===== config.mk =====
export PLATFORM = sky130hd
export DESIGN_NAME = addsub_seq
export DESIGN_NICKNAME = d
export VERILOG_FILES = /design/src/rtl/addsub_seq.sv
export SDC_FILE = /design/constraint.sdc
export NUM_CORES = 1
export LEC_CHECK = 0
export CAP_MARGIN = 20
export CORE_UTILIZATION = 35
export DETAILED_ROUTE_END_ITERATION = 8
export PLACE_DENSITY = 0.6
export SYNTH_ARGS = -nofsm -noshare
export SYNTH_HDL_FRONTEND = slang
export SYNTH_SLANG_ARGS = --single-unit

===== constraint.sdc =====
create_clock -name clk -period 3.31 [get_ports clk]
set_clock_uncertainty 0.05 [all_clocks]
set_input_delay 0.662 -clock clk [delete_from_list [all_inputs] [get_ports clk]]
set_output_delay 0.662 -clock clk [all_outputs]
set_load 0.05 [all_outputs]

===== src/rtl/addsub_seq.sv =====
`default_nettype none
// ============================================================================
// Module   : addsub_seq
// Purpose  : Multi-cycle adder/subtractor. It processes SLICE bits per clock,
//            starting with the LSB slice. The carry passes from slice to slice
//            through a register.
//            mode=0 computes a+b. mode=1 computes a-b as a + ~b + 1.
// Ports    : clk     - clock, rising edge active
//            rst_n   - synchronous active-low reset
//            start   - operation request, accepted only in IDLE
//            mode    - 0 = add, 1 = subtract
//            a, b    - WIDTH-bit operands, latched when start is accepted
//            busy    - high in RUN and DONE
//            done    - one-cycle result-valid pulse
//            result  - WIDTH-bit sum or difference
//            c_out   - carry out of the MSB (subtract: 1 = no borrow)
//            ovf     - two's-complement signed overflow
//            zero    - result == 0
// Revision : 1.0 - initial release
// ============================================================================
module addsub_seq #(
  parameter int WIDTH = 16,
  parameter int SLICE = 4
) (
  input  logic             clk,
  input  logic             rst_n,
  input  logic             start,
  input  logic             mode,
  input  logic [WIDTH-1:0] a,
  input  logic [WIDTH-1:0] b,
  output logic             busy,
  output logic             done,
  output logic [WIDTH-1:0] result,
  output logic             c_out,
  output logic             ovf,
  output logic             zero
);

  localparam int                 c_NSL      = WIDTH / SLICE;
  localparam int                 c_IDX_W    = (c_NSL > 1) ? $clog2(c_NSL) : 1;
  localparam logic [c_IDX_W-1:0] c_LAST_IDX = c_IDX_W'(c_NSL - 1);

  typedef enum logic [1:0] {
    IDLE = 2'd0,
    RUN  = 2'd1,
    DONE = 2'd2
  } state_t;

  state_t             state_q,  state_d;
  logic [WIDTH-1:0]   a_q,      a_d;
  logic [WIDTH-1:0]   b_q,      b_d;
  logic               mode_q,   mode_d;
  logic               carry_q,  carry_d;
  logic [c_IDX_W-1:0] idx_q,    idx_d;
  logic [WIDTH-1:0]   result_q, result_d;
  logic               c_out_q,  c_out_d;
  logic               ovf_q,    ovf_d;
  logic               zero_q,   zero_d;

  // Datapath for the slice selected by idx_q
  logic [SLICE-1:0]   a_sl;
  logic [SLICE-1:0]   b_sl;
  logic [SLICE:0]     slice_sum;

  always_comb begin
    state_d  = state_q;
    a_d      = a_q;
    b_d      = b_q;
    mode_d   = mode_q;
    carry_d  = carry_q;
    idx_d    = idx_q;
    result_d = result_q;
    c_out_d  = c_out_q;
    ovf_d    = ovf_q;
    zero_d   = zero_q;

    a_sl      = a_q[int'(idx_q)*SLICE +: SLICE];
    // Subtraction inverts b here. The +1 is the carry seeded with mode at start.
    b_sl      = b_q[int'(idx_q)*SLICE +: SLICE] ^ {SLICE{mode_q}};
    slice_sum = {1'b0, a_sl} + {1'b0, b_sl} + (SLICE+1)'(carry_q);

    case (state_q)
      IDLE: begin
        if (start) begin
          a_d     = a;
          b_d     = b;
          mode_d  = mode;
          carry_d = mode;
          idx_d   = '0;
          state_d = RUN;
        end
      end

      RUN: begin
        result_d[int'(idx_q)*SLICE +: SLICE] = slice_sum[SLICE-1:0];
        carry_d = slice_sum[SLICE];
        if (idx_q == c_LAST_IDX) begin
          state_d = DONE;
          c_out_d = slice_sum[SLICE];
          // Overflow occurs when both effective operands have the same sign
          // and the sum has the other sign. This equals
          // carry-in(MSB) XOR carry-out(MSB).
          ovf_d   = (a_sl[SLICE-1] == b_sl[SLICE-1]) &&
                    (slice_sum[SLICE-1] != a_sl[SLICE-1]);
          zero_d  = (result_d == '0);
        end else begin
          idx_d = idx_q + c_IDX_W'(1);
        end
      end

      DONE: begin
        state_d = IDLE;
      end

      default: begin
        state_d = IDLE;
      end
    endcase
  end

  always_ff @(posedge clk) begin
    if (!rst_n) begin
      state_q  <= IDLE;
      a_q      <= '0;
      b_q      <= '0;
      mode_q   <= 1'b0;
      carry_q  <= 1'b0;
      idx_q    <= '0;
      result_q <= '0;
      c_out_q  <= 1'b0;
      ovf_q    <= 1'b0;
      zero_q   <= 1'b0;
    end else begin
      state_q  <= state_d;
      a_q      <= a_d;
      b_q      <= b_d;
      mode_q   <= mode_d;
      carry_q  <= carry_d;
      idx_q    <= idx_d;
      result_q <= result_d;
      c_out_q  <= c_out_d;
      ovf_q    <= ovf_d;
      zero_q   <= zero_d;
    end
  end

  assign busy   = (state_q != IDLE);
  assign done   = (state_q == DONE);
  assign result = result_q;
  assign c_out  = c_out_q;
  assign ovf    = ovf_q;
  assign zero   = zero_q;

endmodule
`default_nettype wire


Yosys cells after proc, flatten, opt, wreduce, memory -nomap -nowiden

Cells that the tools add are included.

$add $sub $neg: 4
Equality and inequality tests: 8
Shift operators: 4
Multiplexer cells: 9
Bitwise logic cells: 1
Reduce and logical (&&, ||, !) cells: 10

Operators by type and width:

| operator                                                                | count |
|---|---|
| 4-bit negation with 33-bit output                                       | 1 |
| 4-bit by 33-bit variable shift with 16-bit output, first input constant | 1 |
| 4-bit by 33-bit variable part select with 16-bit output                 | 1 |
| 16-bit by 5-bit variable part select with 4-bit output                  | 2 |
| 16-bit bitwise mux                                                      | 1 |
| 16-bit logical NOT                                                      | 1 |
| 2-bit two-way mux                                                       | 4 |
| 2-bit case mux with 2 select lines                                      | 2 |
| 2-bit AND reduction                                                     | 4 |
| 2-bit inequality test, second input constant                            | 3 |
| 4-bit by 4-bit adder with 5-bit output                                  | 1 |
| 5-bit by 1-bit adder with 5-bit output                                  | 1 |
| 2-bit equality test, second input constant                              | 2 |
| 2-bit nonzero test                                                      | 2 |
| 4-bit XOR                                                               | 1 |
| 3-bit AND reduction                                                     | 1 |
| 2-bit by 1-bit adder with 2-bit output, second input constant           | 1 |
| 2-bit by 1-bit equality test with 1-bit output, second input constant   | 1 |
| 2-bit logical NOT                                                       | 1 |
| 1-bit case mux with 2 select lines                                      | 1 |
| 1-bit equality test                                                     | 1 |
| 1-bit logical AND                                                       | 1 |
| 1-bit two-way mux                                                       | 1 |
| 1-bit inequality test                                                   | 1 |

Flip-flop bits (word level): 57
Bits of input ports: 36
Output and inout port bits: 21

Logic depth before layout (Yosys ltp)

Depth in word-level cells: 7
Mapped depth: 11

Worst setup path after synthesis

Ideal clock, no wire load.

Path type: register to register
Start: register idx_q[0]
End: register zero_q, in the netlist zero
Setup time: 0.127 ns
Arrival time: 2.857 ns
Path slack: 0.276 ns
Stages on the path, launching flop included: 12
Buffers on the path: 2
Cells stage by stage: dfxtp_1 > buf_6 > buf_2 > mux4_2 > xnor2_1 > fa_1 > fa_1 > xor2_1 > nand2_1 > o21ai_0 > a221oi_1 > o21ai_0

Cells in the longest elaborated chain, start to end: 7

RTL lines:

| element                                                 | line | RTL |
|---|---|---|
| start: declaration                                      | 54   | `logic [c_IDX_W-1:0] idx_q, idx_d;` |
| start signal: assignment                                | 139  | `idx_q <= idx_d;` |
| 16-bit by 5-bit variable part select with 4-bit output  | 79   | `b_sl = b_q[int'(idx_q)*SLICE +: SLICE] ^ {SLICE{mode_q}};` |
| 4-bit XOR                                               | 79   |  |
| 4-bit by 4-bit adder with 5-bit output                  | 80   | `slice_sum = {1'b0, a_sl} + {1'b0, b_sl} + (SLICE+1)'(carry_q);` |
| 5-bit by 1-bit adder with 5-bit output                  | 80   |  |
| 4-bit by 33-bit variable part select with 16-bit output | 95   | `result_d[int'(idx_q)*SLICE +: SLICE] = slice_sum[SLICE-1:0];` |
| 16-bit bitwise mux                                      | 95   |  |
| 16-bit logical NOT                                      | 105  | `zero_d = (result_d == '0);` |
| end signal: assignment                                  | 143  | `zero_q <= zero_d;` |
| end: declaration                                        | 58   | `logic zero_q, zero_d;` |

Parallel ways exist; a longest one is shown, timed or not.
A chain may end at the register's enable or synchronous reset.

Final worst setup path

Ends and elaborated chain as after synthesis.

==> results.json <==
{
  "antenna_found_initial": 0,
  "drc": 0,
  "syn_area_um2": 2800,
  "track_usage_pct": 17.13,
  "layout.nets": 426,
  "seq_area_frac_synth_pct": 40.75,
  "crit_required_ns": 3.48,
  "synth_edf_count": 0,
  "fin_crit_ns": 2.824,
  "area_growth_pct": 30.38,
  "grt_max_degree": 36,
  "clkPwrFrac_pct": 38.9,
  "via_per_inst": 4.827,
  "cts_buffers": 9,
  "cellInternalPower_mw": 1.232,
  "worstSetupStartpoint": "idx_q[0]",
  "syn_area_per_cell_um2": 8.643,
  "syn_inst": 324,
  "core_um2": 7727,
  "ir_drop_v": 0.0002051,
  "cp_max_fo": 17,
  "dp.final_hpwl_mm": 4.533,
  "final_cells": 485,
  "setup_viol": 0,
  "worstSetupPathType": "flip-flop to flip-flop",
  "clock_path_buffers": 2,
  "cts_setup_buffers": 0,
  "sw_frac_of_total_pct": 26.31,
  "die_w_um": 91.45,
  "root_buffer": "clkbuf_8",
  "grt_pass1_wl_mm": 11.09,
  "wirelength_mm": 6.311,
  "p_comb_share_pct": 17.2,
  "synth_nets": 371,
  "die_h_um": 91.45,
  "crit_chain": "buf_4, mux4_1, xor2_1, inv_1, fa_1, xor2_1, nand2_1, o21ai_0, a221oi_1, o21ai_0",
  "outcome": "completed",
  "setup_tns_ns": 0,
  "place_congestion": 0.8341,
  "insertion_delay_ns": 0.34,
  "slowest_delay_ns": 0.60,
  "timing.rr.end": "zero",
  "drive_above_1_share_pct": 7.050,
  "power_switching_mw": 0.4400,
  "first_global_vias": 2357,
  "io_buffers": 56,
  "start_util_pct": 36.24,
  "drt_iter0_drc": 127,
  "p_per_area_nw_per_um2": 458.1,
  "hold_ws_ns": 0.4100,
  "synth_warnings": 0,
  "synth_top_area_share_pct": 40.75,
  "synth_cell_types": 38,
  "end_kind": "flip-flop",
  "leakage_nw": 1.343,
  "r2r_cells": 10,
  "post-route-period-util_pct": 85.32,
  "num_antenna_cells": 0,
  "ys_ff_latch": 57,
  "synthTopCellsByArea": "dfxtp_1 41%, nand2_1 11%, a21boi_0 9.1%, mux4_2 4.8%, nor2b_1 4.2%",
  "clk_pin_slew_ns": 0.06,
  "hold_buffers": 0,
  "cts_sinks": 57,
  "tritoncts": "yes",
  "tightest_slew_ns": 0.6881,
  "rsz0062_at_grt": "false",
  "num_io_pins": 57,
  "synth_commonest_cells": "81 x nand2_1, 57 x dfxtp_1, 34 x a21boi_0, 19 x nor2b_1, 15 x clkbuf_1",
  "grt_overflow": 0,
  "slew_violations": 0,
  "cp_data_arrival_time_ns": 3.00,
  "placementRows": 32,
  "ys.flop_type": "dfxtp_1",
  "yosys.area.top_type": "dfxtp_1",
  "wire_per_inst_um": 13.01,
  "async_flop_share_pct": 0,
  "power_frac_seq_pct": 43.9,
  "hold_viol": 0,
  "fmax_mhz": 354.1,
  "worst_hold_path_type": "flip-flop to flip-flop",
  "dp_cells": 470,
  "power_mw": 1.673,
  "r2r_start": "idx_q[0]",
  "cts_max_level": 3,
  "endpoint": "zero",
  "dr.pass1.iters": 4,
  "stdcell_area_um2": 3651,
  "crit_slowest_cell": "mux4_1",
  "dr_total_vias": 2341,
  "ant_nets": 0,
  "drv_cap": 0,
  "synth.most_common_cell": "nand2_1",
  "cts_resized": 0,
  "dpl-instance-area_um2": 3456,
  "rrSetupSlack_ns": 0.49,
  "slew_headroom_pct": 54.13,
  "die_area_um2": 8362,
  "crit_path_start_kind": "flip-flop"
}
## routing by layer
| layer | up-vias | wire length, µm | global-route usage [%] |
|---|---|---|---|
| met5 | - | 0 | 0 |
| met4 | 0 | 127 | 8.730 |
| met3 | 10 | 247 | 4.188 |
| met2 | 55 | 2773 | 26.13 |
| met1 | 1054 | 3163 | 22.40 |
| li1 | 1222 | - | - |
## layout make-up
cell class,count,area (µm²)
well taps,102,127.6
clock buffers,12,155.1
repair buffers,62,605.6
flip-flops and latches,57,1141
multi-input cells,237,1536
inverters,12,45.04
fillers,746,4076
clock inverters,3,40.04
## logic make-up after synthesis
kind of cell | count (synthesis) | synth area share [%]
buffers and inverters | 30 | 4.379
multiplexers | 9 | 7.060
AO/OA/AOI/OAI | 71 | 18.19
AND/OR/NAND/NOR | 141 | 22.61
flip-flops | 57 | 40.75
adder cells (fa/ha/maj) | 11 | 5.451
XOR/XNOR | 5 | 1.564
## layout by cell type, fill, tap and decap left out, drive strengths merged, types with 6 or more instances in the layout
cell type	instances
dfxtp	57
nand2b	6
clkbuf	12
nand2	81
mux4	8
nor2	13
nor2b	19
inv	12
clkdlybuf4s50	56
buf	6
o21ai	9
ha	9
nor3	7
a21boi	34
a22oi	13
## stage by stage
step,utilization (%),worst slack (ns)
3_3_place_gp,44.72,0.5376
2_1_floorplan,-,0.2764
5_1_grt,47.25,0.2315
6_report,47.25,0.4859
3_5_place_dp,44.72,0.4769
4_1_cts,47.25,0.4707
## power by group through the flow
| stage | combinational [mW] | sequential [mW] | clock (mW) |
|---|---|---|---|
| finish | 0.288 | 0.735 | 0.650 |
| global route | 0.322 | 0.739 | 0.701 |
| CTS | 0.289 | 0.735 | 0.671 |
| detailed placement | 0.288 | 0.750 | 0 |
| global placement | 0.285 | 0.750 | 0 |
| floorplan | 0.183 | 0.757 | 0 |
## flip-flops by register name (all words and copies together), names as in the netlist
register and count:
c_out 1, ovf 1, result 16, state_q 2, carry_q 1, a_q 16
zero 1, idx_q 2, mode_q 1, b_q 16
## how the worst min path moves through the flow
| stage | from | end | slack (ns) | depth (start not counted) |
|---|---|---|---|---|
| after floorplan | b_q[5] | b_q[5] | 0.39 | 2 |
| after global placement | a_q[11] | a_q[11] | 0.40 | 2 |
| after detailed placement | a_q[11] | a_q[11] | 0.41 | 2 |
| after CTS | a_q[11] | a_q[11] | 0.41 | 2 |
| after global routing | b_q[7] | b_q[7] | 0.43 | 2 |
| final | b_q[8] | b_q[8] | 0.41 | 2 |
## worst max-delay path, delay by kind of cell, from the launching register on
family | cells | cell delay (ns)
XOR/XNOR | 2 | 0.38
buffers and inverters | 2 | 0.36
AND/OR/NAND/NOR | 1 | 0.07
adder cells (fa/ha/maj) | 1 | 0.45
AO/OA/AOI/OAI | 3 | 0.45
flip-flops | 1 | 0.35
multiplexers | 1 | 0.60
(Power assumes the default switching activity.)
